--- config.mk ---
export PLATFORM = sky130hd
export DESIGN_NAME = hash_blk_loader
export DESIGN_NICKNAME = d
export VERILOG_FILES = /design/src/rtl/hash_blk_loader.sv
export SDC_FILE = /design/constraint.sdc
export NUM_CORES = 2
export LEC_CHECK = 0
export CAP_MARGIN = 20
export CORE_MARGIN = 5
export CORE_UTILIZATION = 55
export DETAILED_ROUTE_END_ITERATION = 12
export GPL_TIMING_DRIVEN = 0
export PLACE_DENSITY = 0.76
export SETUP_SLACK_MARGIN = 0.02
export SYNTH_ARGS = -nofsm -noshare
export SYNTH_HDL_FRONTEND = slang
export SYNTH_SLANG_ARGS = --single-unit
--- constraint.sdc ---
create_clock -name clk -period 3 [get_ports clk]
set_clock_uncertainty 0.05 [all_clocks]
set_input_delay 0.6 -clock clk [delete_from_list [all_inputs] [get_ports clk]]
set_output_delay 0.6 -clock clk [all_outputs]
set_load 0.03 [all_outputs]
--- src/rtl/hash_blk_loader.sv ---
// hash_blk_loader: byte-serial frame loader in front of the hash core.
// Detects a start code and assembles the following bytes into big-endian
// message blocks. Blocks go to the core through a 2-entry FIFO with
// valid/ready handshaking.
// Build option: HASH_LOADER_MULTI_BLK_EN enables the length byte and
// multi-block frames. Without it, every frame is exactly one block.
//
// state     | meaning
// ST_IDLE   | waiting for START_CODE
// ST_LEN    | sampling frame length in blocks (multi-block build only)
// ST_DATA   | shifting data bytes into the assembly register
module hash_blk_loader #(
    parameter int         BLK_BYTES  = 64,
    parameter int         MAX_BLKS   = 4,
    parameter logic [7:0] START_CODE = 8'hAA,
    parameter int         IDX_W      = (MAX_BLKS > 1) ? $clog2(MAX_BLKS) : 1
) (
    input  logic                   clk,
    input  logic                   rst_n,
    input  logic [7:0]             i_text,
    output logic [BLK_BYTES*8-1:0] o_blk,
    output logic                   o_blk_valid,
    input  logic                   i_blk_ready,
    output logic                   o_blk_last,
    output logic [IDX_W-1:0]       o_blk_idx,
    output logic                   o_busy,
    output logic                   o_err
);

    localparam int              BLK_W     = BLK_BYTES * 8;
    localparam int              BC_W      = (BLK_BYTES > 1) ? $clog2(BLK_BYTES) : 1;
    localparam logic [BC_W-1:0] BYTE_LAST = BC_W'(BLK_BYTES - 1);

    localparam logic [1:0] ST_IDLE = 2'd0;
`ifdef HASH_LOADER_MULTI_BLK_EN
    localparam logic [1:0] ST_LEN  = 2'd1;
    localparam logic [7:0] MAX_LEN = 8'(MAX_BLKS);
`endif
    localparam logic [1:0] ST_DATA = 2'd2;

    logic [1:0]       state;
    logic [BC_W-1:0]  byte_cnt;
    logic [BLK_W-1:0] asm_q;
    logic             err_q;
`ifdef HASH_LOADER_MULTI_BLK_EN
    logic [IDX_W-1:0] blk_cnt;
    logic [IDX_W-1:0] last_idx;
    logic             len_bad;
`endif

    logic [BLK_W-1:0] mem_blk  [2];
    logic             mem_last [2];
    logic [IDX_W-1:0] mem_idx  [2];
    logic             rd_ptr;
    logic             wr_ptr;
    logic [1:0]       fifo_cnt;

    logic [BLK_W-1:0] asm_next;
    logic             commit;
    logic             commit_last;
    logic [IDX_W-1:0] commit_idx;
    logic             head_valid;
    logic             fifo_full;
    logic             pop;
    logic             push;
    logic             ovf;

    // Commit/handshake decode; the committed block includes the byte sampled this cycle
    always_comb begin
        asm_next   = {asm_q[BLK_W-9:0], i_text};
        commit     = (state == ST_DATA) && (byte_cnt == BYTE_LAST);
        head_valid = (fifo_cnt != 2'd0);
        fifo_full  = (fifo_cnt == 2'd2);
        pop        = head_valid && i_blk_ready;
        push       = commit && (!fifo_full || pop);
        ovf        = commit && fifo_full && !pop;
`ifdef HASH_LOADER_MULTI_BLK_EN
        commit_last = (blk_cnt == last_idx);
        commit_idx  = blk_cnt;
        len_bad     = (i_text == 8'd0) || (i_text > MAX_LEN);
`else
        commit_last = 1'b1;
        commit_idx  = '0;
`endif
    end

    // Frame FSM: start detect, length capture, byte/block counting, sticky error
    always_ff @(posedge clk or negedge rst_n) begin
        if (!rst_n) begin
            state    <= ST_IDLE;
            byte_cnt <= '0;
            asm_q    <= '0;
            err_q    <= 1'b0;
`ifdef HASH_LOADER_MULTI_BLK_EN
            blk_cnt  <= '0;
            last_idx <= '0;
`endif
        end else begin
            case (state)
                ST_IDLE: begin
                    if (i_text == START_CODE) begin
                        byte_cnt <= '0;
`ifdef HASH_LOADER_MULTI_BLK_EN
                        state    <= ST_LEN;
`else
                        state    <= ST_DATA;
`endif
                    end
                end
`ifdef HASH_LOADER_MULTI_BLK_EN
                ST_LEN: begin
                    if (len_bad) begin
                        err_q <= 1'b1;
                        state <= ST_IDLE;
                    end else begin
                        last_idx <= IDX_W'(i_text - 8'd1);
                        byte_cnt <= '0;
                        blk_cnt  <= '0;
                        state    <= ST_DATA;
                    end
                end
`endif
                ST_DATA: begin
                    asm_q <= asm_next;
                    if (commit) begin
                        byte_cnt <= '0;
                        if (ovf) begin
                            // Drop the block and abandon the frame; queued blocks stay
                            err_q <= 1'b1;
                            state <= ST_IDLE;
                        end else if (commit_last) begin
                            state <= ST_IDLE;
                        end else begin
`ifdef HASH_LOADER_MULTI_BLK_EN
                            blk_cnt <= blk_cnt + IDX_W'(1);
`endif
                        end
                    end else begin
                        byte_cnt <= byte_cnt + BC_W'(1);
                    end
                end
                default: state <= ST_IDLE;
            endcase
        end
    end

    // Two-entry block FIFO; a pop in the same cycle makes room for a push when full
    always_ff @(posedge clk or negedge rst_n) begin
        if (!rst_n) begin
            rd_ptr   <= 1'b0;
            wr_ptr   <= 1'b0;
            fifo_cnt <= 2'd0;
            for (int i = 0; i < 2; i++) begin
                mem_blk[i]  <= '0;
                mem_last[i] <= 1'b0;
                mem_idx[i]  <= '0;
            end
        end else begin
            if (push) begin
                mem_blk[wr_ptr]  <= asm_next;
                mem_last[wr_ptr] <= commit_last;
                mem_idx[wr_ptr]  <= commit_idx;
                wr_ptr           <= ~wr_ptr;
            end
            if (pop) begin
                rd_ptr <= ~rd_ptr;
            end
            case ({push, pop})
                2'b10:   fifo_cnt <= fifo_cnt + 2'd1;
                2'b01:   fifo_cnt <= fifo_cnt - 2'd1;
                default: fifo_cnt <= fifo_cnt;
            endcase
        end
    end

    assign o_blk       = mem_blk[rd_ptr];
    assign o_blk_valid = head_valid;
    assign o_blk_last  = head_valid & mem_last[rd_ptr];
    assign o_blk_idx   = head_valid ? mem_idx[rd_ptr] : '0;
    assign o_busy      = (state != ST_IDLE) || head_valid;
    assign o_err       = err_q;

endmodule

==> metrics <==
Fmax achieved=323.2 MHz; starting density of the core=0.5552; max incr delay on CP=620 ps; Static Leak=41.68 nW; Core Footprint=0.1164 mm^2; Slew headroom=0.2361; Hold Crit Class=input port to async pin; Fin Hold WS=-43.95 ps; RSZ-0062 raised after global routing=yes; Synth warnings=0; FP Rows=125; initial antenna violation count=3; ys flop type=dfrtp_1; Nets=4599; first-pass GRT wire length=245700 um; max_cap viols=0; largest family of logic cells by synthesized area=multiplexers; Startpoint Class=flop; Max IR drop VDD=507.8 uV; crit path cell chain=clkbuf_16, buf_6, mux2_2, dlygate4sd2_1; IO Pins=529; crit path DAT=2440 ps; CTS Buf Count=160; hpwl dp=113100 um; outcome=complete, but fails checks; number of H-tree levels=4; Post-Synthesis Cell Area=0.06461 mm^2; Critical Path RT=2350 ps; TNS Setup=-4393 ps; asr flop ratio synth=1.000; height of the die=352.7 um; Final Util=0.6651; WL per Instance=26.09 um; Synth Area per Inst=16.69 um^2; port bufs=528; Area Growth Syn to Fin=19.78%; number of clock sinks=1546; XOR/XNOR Fraction of Synth Area=0.0008134; adder-cell share of the synthesized area=0.0003873; DRC viols=0; Worst Setup End Kind=output port; PD cells=622.8 mW/mm^2; Final WS setup=-94.05 ps; GR Overflow Total=0; Final Hold Fails=11; critical path type=flop to output port; Detailed Routing Iterations Pass 1=5; fin. max-slew vios=0; top cells by area, synth=dfrtp_1 (60%), mux2_2 (30%), mux2_4 (8.1%); flops & latches, synth=1546; DIE WIDTH=352.7 um; Synth cell types=37; final WL=162500 um; Post-Synthesis Cells=3872; vias in the first global route=37890; antenna-violating nets left=0; gpl congestion=0.8002; die area=0.1244 mm^2; clock tree buffer depth=3; vias per cell=5.584; biggest area consumer among synthesized cells=dfrtp_1; post-synthesis mux area share=0.3764; worst slew pin tran=1146 ps; final setup fails=181; syn_nets=3885; CTS tree=done; failing checks=hold timing, setup timing; Via Count=34770; Root Buffer Master=clkbuf_16; Worst path slowest cell=dlygate4sd2_1; Tcrit/Tclk final=1.031; top-area cell type share of the netlist area=0.5988; worst skew pair latency=740 ps; min Tclk post-route=3094 ps; Total GRT Usage=0.2589; Synth Area in Compound Gates=0.001511; clk slew on worst S/H paths=60 ps; simple-gate share of the synthesized area=0.002769; critical path peak fanout=10; number of synthesized flops with an enable pin=0; 1st-iter DRT viols=1861; largest net degree at the start of global routing=183; Seq/Total Area, Yosys=0.5988; layout cells sized above 1=0.5857
==> flip-flops by register name (all words and copies together) (netlist names), 2 cells and up <==
signal    count
mem_blk    1024
mem_idx       4
mem_last      2
fifo_cnt      2
byte_cnt      6
asm_q       504
==> routing by layer <==
layer	vias up	wire length [um]	global-route usage
li1	15310	-	-
met1	18510	71580	0.3550
met2	717	76060	0.4092
met3	235	9013	0.06292
met4	2	5791	0.08826
met5	-	13	0
==> cell type report <==
| type | instances | area, um^2 |
|---|---|---|
| fill | 8317 | 38970 |
| timing repair buffer | 552 | 4697 |
| buffer | 228 | 2027 |
| inverter | 3 | 11.26 |
| multi-input combinational | 2095 | 24740 |
| clock inverter | 36 | 420.4 |
| clock buffer | 242 | 4893 |
| tap | 1524 | 1907 |
| antenna | 1 | 2.502 |
| sequential | 1546 | 38690 |
==> repair_timing <==
| action | in CTS | in global routing |
|---|---|---|
| setup endpoints to repair | 1191 | 1167 |
| gates cloned | 3 | 2 |
| hold endpoints to repair | 148 | 148 |
| gates resized for setup | 1636 | 107 |
| pin swaps | 0 | 0 |
| setup buffers | 1 | 0 |
==> logic make-up (layout without fill, tap and decap cells) <==
kind of cell    Yosys count  count (layout)
mux                    2044            2044
flops                  1546            1546
simple gates             30              30
xor+xnor                  6               6
compound gates           13              13
other cells               0               1
buf+inv                 231            1061
fa+ha+maj                 2               2
==> report_power, final <==
part           internal, W  switching [W]  leakage (nW)  total (W)
logic              0.00297        0.00344          17.6    0.00641
clock network       0.0119        0.00811          2.62     0.0200
registers           0.0213       0.000499          21.5     0.0218
total               0.0362         0.0120          41.7     0.0482
==> stage by stage <==
stage | instances | power, W | setup slack [ps] | area, um^2
after floorplan | 3872 | 0.02525 | 479.9 | 64610
after global placement | 5924 | 0.02731 | -68450 | 71800
after detailed placement | 5936 | 0.02757 | -1525 | 72130
after CTS | 6218 | 0.04862 | -151.7 | 77270
after global routing | 6226 | 0.04980 | -154.8 | 77380
final | 6227 | 0.04819 | -94.05 | 77390
==> layout by cell type (no fill, tap or decap), types with 4 or more instances in the layout <==
cell type	synthesis	layout
nand3_1	4	4
clkdlybuf4s15_2	0	43
clkbuf_1	104	87
clkdlybuf4s50_1	0	11
buf_16	0	16
mux2_2	1694	1682
nor2_2	0	4
clkinvlp_4	0	4
buf_2	74	237
dlygate4sd2_1	0	252
buf_4	0	31
buf_6	39	59
clkbuf_8	0	64
clkinv_2	0	20
clkbuf_16	0	191
bufinv_16	0	8
dfrtp_1	1546	1545
clkbuf_2	0	19
mux2_4	347	359
xnor2_1	4	4
==> synth_stat cells, types with 2 or more instances <==
| master | n |
|---|---|
| and2_1 | 2 |
| nand3_1 | 4 |
| ha_1 | 2 |
| buf_2 | 74 |
| mux2i_1 | 3 |
| nor3b_1 | 2 |
| a21oi_1 | 3 |
| buf_1 | 11 |
| nor2_1 | 7 |
| xnor2_1 | 4 |
| nand2_1 | 2 |
| nor4bb_1 | 2 |
| buf_6 | 39 |
| mux2_4 | 347 |
| clkbuf_1 | 104 |
| inv_1 | 3 |
| mux2_2 | 1694 |
| nor2b_1 | 3 |
| a22o_1 | 2 |
| xor2_1 | 2 |
| dfrtp_1 | 1546 |
==> final timing paths <==
path | from | endpoint | slack (ps) | cells after the start
worst max register to register | fifo_cnt[0] | mem_blk[346] | 50 | 6
worst min register to register | o_err | o_err | 420 | 1
max in group asynchronous | rst_n | mem_blk[2] | 1100 | 6
worst max-delay path | rd_ptr | o_blk[493] | -90 | 4
worst min-delay path | rst_n | mem_blk[619] | -40 | 2
min in group clk | o_err | o_err | 420 | 1
==> worst max-delay path, delay by kind of cell (launching register included) <==
kind / cells / cell delay, ps
multiplexers: 1 / 240
flip-flops: 1 / 440
buffers and inverters: 3 / 1010
(Power assumes the default switching activity.)
